===== src/rtl/tx_fifo_ctrl_pkg.sv =====
// Shared UART system package: TX drain FSM encoding and default timeout.
package tx_fifo_ctrl_pkg;

  typedef enum logic [1:0] {
    ST_IDLE      = 2'd0,
    ST_LOAD_WAIT = 2'd1,
    ST_TX_WAIT   = 2'd2,
    ST_GAP       = 2'd3
  } tx_state_e;

  localparam int TO_CYCLES_DEF = 16;

  function automatic int max_int(input int a, input int b);
    return (a > b) ? a : b;
  endfunction

endpackage


===== src/rtl/tx_fifo_ctrl.sv =====
// Drains an async FIFO read side into a UART transmitter, one byte per frame,
// with a configurable inter-frame gap and a sticky load-acknowledge timeout.
module tx_fifo_ctrl
  import tx_fifo_ctrl_pkg::*;
#(
  parameter int DATA_WIDTH = 8,
  parameter int GAP_WIDTH  = 4,
  parameter int TO_CYCLES  = TO_CYCLES_DEF
) (
  input  logic                  CLK,
  input  logic                  RST,
  input  logic                  EN,
  input  logic [GAP_WIDTH-1:0]  GAP_CFG,
  input  logic                  FIFO_EMPTY,
  input  logic [DATA_WIDTH-1:0] FIFO_RD_DATA,
  output logic                  FIFO_R_INC,
  input  logic                  TX_BUSY,
  output logic [DATA_WIDTH-1:0] TX_P_DATA,
  output logic                  TX_DATA_VALID,
  input  logic                  ERR_CLR,
  output logic                  TO_ERR,
  output logic [7:0]            FRAME_CNT
);

  // One down-counter serves both the LOAD_WAIT timeout and the GAP length.
  localparam int CNT_W = max_int(GAP_WIDTH, $clog2(TO_CYCLES + 1));
  localparam logic [CNT_W-1:0] TO_LOAD = CNT_W'(TO_CYCLES - 1);
  localparam logic [CNT_W-1:0] CNT_ONE = CNT_W'(1);

  tx_state_e              state_q;
  tx_state_e              state_d;
  logic [CNT_W-1:0]       cnt_q;
  logic                   strobe_q;
  logic [DATA_WIDTH-1:0]  data_q;
  logic                   to_err_q;
  logic [7:0]             frame_cnt_q;

  logic                   start;
  logic                   timeout;
  logic                   frame_done;
  logic                   gap_nz;

  always_ff @(posedge CLK or negedge RST) begin
    if (!RST) begin
      state_q <= ST_IDLE;
    end else begin
      state_q <= state_d;
    end
  end

  always_comb begin
    state_d = state_q;
    unique case (state_q)
      ST_IDLE: begin
        if (start) state_d = ST_LOAD_WAIT;
      end
      ST_LOAD_WAIT: begin
        if (TX_BUSY)            state_d = ST_TX_WAIT;
        else if (cnt_q == '0)   state_d = ST_IDLE;
      end
      ST_TX_WAIT: begin
        if (!TX_BUSY) state_d = gap_nz ? ST_GAP : ST_IDLE;
      end
      ST_GAP: begin
        if (cnt_q == '0) state_d = ST_IDLE;
      end
      default: state_d = ST_IDLE;
    endcase
  end

  always_comb begin
    gap_nz     = |GAP_CFG;
    start      = (state_q == ST_IDLE) && EN && !FIFO_EMPTY && !TX_BUSY;
    timeout    = (state_q == ST_LOAD_WAIT) && !TX_BUSY && (cnt_q == '0);
    frame_done = (state_q == ST_TX_WAIT) && !TX_BUSY;
  end

  // Pop and load leave the same flop, so they can never separate; the byte is
  // registered on the same edge so the transmitter sees data with its strobe.
  always_ff @(posedge CLK or negedge RST) begin
    if (!RST) begin
      strobe_q <= 1'b0;
      data_q   <= '0;
    end else begin
      strobe_q <= start;
      if (start) data_q <= FIFO_RD_DATA;
    end
  end

  always_ff @(posedge CLK or negedge RST) begin
    if (!RST) begin
      cnt_q <= '0;
    end else if (start) begin
      cnt_q <= TO_LOAD;
    end else begin
      unique case (state_q)
        ST_LOAD_WAIT: begin
          if (TX_BUSY)            cnt_q <= '0;
          else if (cnt_q != '0)   cnt_q <= cnt_q - CNT_ONE;
        end
        ST_TX_WAIT: begin
          if (frame_done && gap_nz) cnt_q <= CNT_W'(GAP_CFG) - CNT_ONE;
        end
        ST_GAP: begin
          if (cnt_q != '0) cnt_q <= cnt_q - CNT_ONE;
        end
        default: cnt_q <= cnt_q;
      endcase
    end
  end

  // A timeout raised in the same cycle as a clear request takes priority.
  always_ff @(posedge CLK or negedge RST) begin
    if (!RST) begin
      to_err_q    <= 1'b0;
      frame_cnt_q <= '0;
    end else begin
      if (timeout)      to_err_q <= 1'b1;
      else if (ERR_CLR) to_err_q <= 1'b0;
      if (frame_done)   frame_cnt_q <= frame_cnt_q + 8'd1;
    end
  end

  assign FIFO_R_INC    = strobe_q;
  assign TX_DATA_VALID = strobe_q;
  assign TX_P_DATA     = data_q;
  assign TO_ERR        = to_err_q;
  assign FRAME_CNT     = frame_cnt_q;

endmodule


===== config.mk =====
export PLATFORM = sky130hd
export DESIGN_NAME = tx_fifo_ctrl
export DESIGN_NICKNAME = d
export VERILOG_FILES = /design/src/rtl/tx_fifo_ctrl_pkg.sv /design/src/rtl/tx_fifo_ctrl.sv
export SDC_FILE = /design/constraint.sdc
export NUM_CORES = 1
export LEC_CHECK = 0
export CAP_MARGIN = 25
export CELL_PAD_IN_SITES_DETAIL_PLACEMENT = 1
export CELL_PAD_IN_SITES_GLOBAL_PLACEMENT = 1
export CORE_MARGIN = 2
export CORE_UTILIZATION = 30
export CTS_CLUSTER_SIZE = 14
export DETAILED_ROUTE_END_ITERATION = 8
export HOLD_SLACK_MARGIN = 0.08
export PLACE_DENSITY = 0.72
export SLEW_MARGIN = 0
export SYNTH_ARGS = -nofsm -noshare
export SYNTH_HDL_FRONTEND = slang
export SYNTH_SLANG_ARGS = --single-unit

===== constraint.sdc =====
create_clock -name CLK -period 2.9 [get_ports CLK]
set_input_delay 0.58 -clock CLK [delete_from_list [all_inputs] [get_ports CLK]]
set_output_delay 0.58 -clock CLK [all_outputs]
set_load 0.02 [all_outputs]

==> impl_metrics.json <==
{
  "num_io_pins": 37,
  "wl_met3_um": 117,
  "drc_errors": 0,
  "synth_cell_type_count": 33,
  "synth_area_mm2": 0.00125,
  "drive_gt1_share_pct": 11.3,
  "final_cells": 200,
  "totalNegativeSetupSlack_ns": 0,
  "worst-endpoint-arrival_ns": 2.39,
  "fp.dieW_um": 68.5,
  "timing.final.setup_violations": 0,
  "avgSynthCellArea_um2": 11.0,
  "p_leak_nw": 0.714,
  "cp-end-kind": "register",
  "nFillCells": 442,
  "met2WireLength_mm": 1.62,
  "hold_crit_path_type": "register to register",
  "grt_pass1_vias": 1085,
  "setup_skew_ns": 0.00552,
  "gr-usage-all-layers_pct": 15.6,
  "grt_first_pass_wirelength_mm": 5.39,
  "unrepaired_setup_endpoints_after_global_routing": "false",
  "internal-power_w": 0.000943,
  "worstPathCellList": "clkdlybuf4s50_1, inv_1, ha_1, or3b_2, a31oi_1, a21oi_1, a211oi_1",
  "sw_frac_of_total_pct": 40.9,
  "ff_to_ff_start": "cnt_q[0]$_DFFE_PN0P_",
  "maxUsedRoutingLayer": "met4",
  "route.antenna.remaining_nets": 0,
  "worst_r2r_endpoint": "cnt_q[0]$_DFFE_PN0P_",
  "post_cts_hold_buffer_count": 0,
  "final-hold-violation-count": 0,
  "tightestPinTransition_ns": 0.719,
  "required_ns": 3.08,
  "outcome": "finished, final reports clean",
  "cts.reportedPaths.clkPinSlew_ns": 0.09,
  "fmax_mhz": 453,
  "postCtsResizedCells": 0,
  "avgViaCountPerCell": 5.03,
  "total_routed_wirelength_mm": 3.13,
  "detail_route.iter0.violations": 48,
  "worst_setup_path_start_kind": "input port",
  "grt_start_max_net_pins": 26,
  "die-area_mm2": 0.00469,
  "met1_length_mm": 1.34,
  "synth.ff_latch_count": 25,
  "antenna-diode-count": 0,
  "dieHeight_um": 68.5,
  "cts.sinks": 25,
  "power_frac_clock_pct": 13.0,
  "slew_headroom_pct": 51.7,
  "placeable_area_mm2": 0.00400,
  "sequential_share_of_the_synthesized_area_pct": 50.1,
  "clk_latency_ns": 0.27,
  "capture_endpoint_of_the_worst_hold_path": "FRAME_CNT[7]$_DFFE_PN0N_",
  "slowest_stage": "or3b_2",
  "postSynth.topFlopCell": "dfrtp_1",
  "first_pass_iters": 4,
  "critPathMaxStageDelay_ns": 0.50,
  "drv_slew": 0,
  "final_net_count": 172,
  "power.share.sequential_pct": 39.6,
  "postSynth.asyncResetShare_pct": 100,
  "wire_per_inst_um": 15.7,
  "pwr_density_cell_mw_per_mm2": 939,
  "power.net_switching_w": 0.000654,
  "critical_path_peak_fanout": 4,
  "post-place-cells": 196,
  "max-cap-violations": 0,
  "post-route-period-util_pct": 76.2,
  "yosysWarningCount": 0,
  "gpl.final_weighted_congestion": 0.767,
  "routed-via-count": 1006,
  "tritoncts": "built",
  "r2r_setup_slack_ns": 0.95,
  "combPwrFrac_pct": 47.4,
  "peakVddDrop_uv": 471,
  "dp_hpwl_mm": 2.45,
  "area_delta_synth_final_pct": 36.2,
  "starting_density_of_the_core_pct": 31.2,
  "post_cts_setup_repair_buffer_count": 0,
  "cts.root.buffer_cell": "clkbuf_8",
  "postSynthCellCount": 114,
  "syn_nets": 135,
  "synth_edf_count": 0,
  "io_buffers": 36,
  "grt_overflow": 0,
  "critical_path.n_buffers_inverters": 2,
  "tritoncts.num_buffers": 3,
  "crit_family": "compound AO/OA/AOI/OAI gates",
  "r2r_cells": 6,
  "placedInstanceArea_mm2": 0.00165,
  "holdPathStages": 1,
  "criticalPathCategory": "input port to register",
  "fin_crit_ns": 2.21,
  "worst_hold_startpoint": "FRAME_CNT[7]$_DFFE_PN0N_",
  "postLayoutCellArea_mm2": 0.00170,
  "placement_rows": 23,
  "grt_antenna_before_repair": 0,
  "cts.htree.levels": 1,
  "ctsLongestPathBuffers": 2
}
==> layout by cell type, fill, tap and decap left out, drive strengths merged, types with 2 or more instances in the layout <==
cell,count
clkbuf,3
clkdlybuf4s50,36
nor3,4
nor2,3
a211oi,5
mux2,9
dfrtp,25
nand2,8
nand2b,2
a21oi,7
xor2,2
a31oi,5
ha,3
nor3b,2
nand3,4
nor2b,2
nand4,3
inv,7
xnor2,6
==> synth_stat cells, types with 3 or more instances <==
cell      count  share of area, %
a211oi_1      5               3.0
a21oi_1       7               2.8
a31oi_1       5               2.5
dfrtp_1      25                50
ha_1          3               3.0
inv_1         7               2.1
mux2_2        9               8.1
nand2_1       8               2.4
nand3_1       4               1.6
nand4_1       3               1.5
nor2_1        3              0.90
nor3_1        4               1.6
xnor2_1       6               4.2
==> layer usage <==
| layer | global-route usage [%] | up-vias |
|---|---|---|
| met5 | 0 | - |
| met4 | 6.75 | 0 |
| met3 | 3.25 | 4 |
| met2 | 26.6 | 19 |
| met1 | 19.1 | 501 |
| li1 | - | 482 |
==> cells by family after synthesis <==
kind of cell / synth area share, %
AO/OA/AOI/OAI: 11.6
adder cells (fa/ha/maj): 3.01
flip-flops: 50.1
AND/OR/NAND/NOR: 16.6
multiplexers: 8.92
XOR/XNOR: 5.61
buffers and inverters: 4.11
==> worst max path at each step <==
stage	startpoint	endpoint	slack [ns]	depth (start not counted)
4_1_cts	GAP_CFG[0]	cnt_q[1]$_DFFE_PN0P_	0.69	7
5_1_grt	GAP_CFG[0]	cnt_q[0]$_DFFE_PN0P_	0.57	7
2_1_floorplan	GAP_CFG[0]	cnt_q[0]$_DFFE_PN0P_	1.08	6
6_report	GAP_CFG[0]	cnt_q[1]$_DFFE_PN0P_	0.69	7
3_3_place_gp	GAP_CFG[0]	cnt_q[0]$_DFFE_PN0P_	0.48	7
3_5_place_dp	GAP_CFG[0]	cnt_q[1]$_DFFE_PN0P_	0.42	7
==> power groups by stage <==
stage / combinational [W] / sequential, W / clock, W
floorplan: 0.000384 / 0.000686 / 0
global placement: 0.000722 / 0.000625 / 0
detailed placement: 0.000761 / 0.000640 / 0
CTS: 0.000766 / 0.000633 / 0.000216
global route: 0.000827 / 0.000659 / 0.000234
finish: 0.000756 / 0.000632 / 0.000208
==> cell type report <==
cell class	instances	area [um2]	share of cell area, %
sequential	25	626	36.8
multi-input combinational	77	572	33.6
timing repair buffer	37	368	21.6
tap	50	62.6	3.68
clock buffer	3	41.3	2.43
inverter	7	26.3	1.55
clock inverter	1	5.00	0.294
==> stage by stage <==
step | hold WS, ns | util, % | setup WS, ns | total power (W)
floorplan | 0.284 | - | 1.08 | 0.00107
global placement | 0.459 | 41.4 | 0.482 | 0.00135
detailed placement | 0.472 | 41.4 | 0.416 | 0.00140
CTS | 0.486 | 42.5 | 0.694 | 0.00162
global route | 0.515 | 42.5 | 0.567 | 0.00172
finish | 0.475 | 42.5 | 0.691 | 0.00160
==> state kept, by name, summed over array words and instances (netlist names) <==
signal      cells
cnt_q           5
TO_ERR          1
state_q         2
FIFO_R_INC      1
TX_P_DATA       8
FRAME_CNT       8
Note: power is estimated with default switching activity, not from simulation.
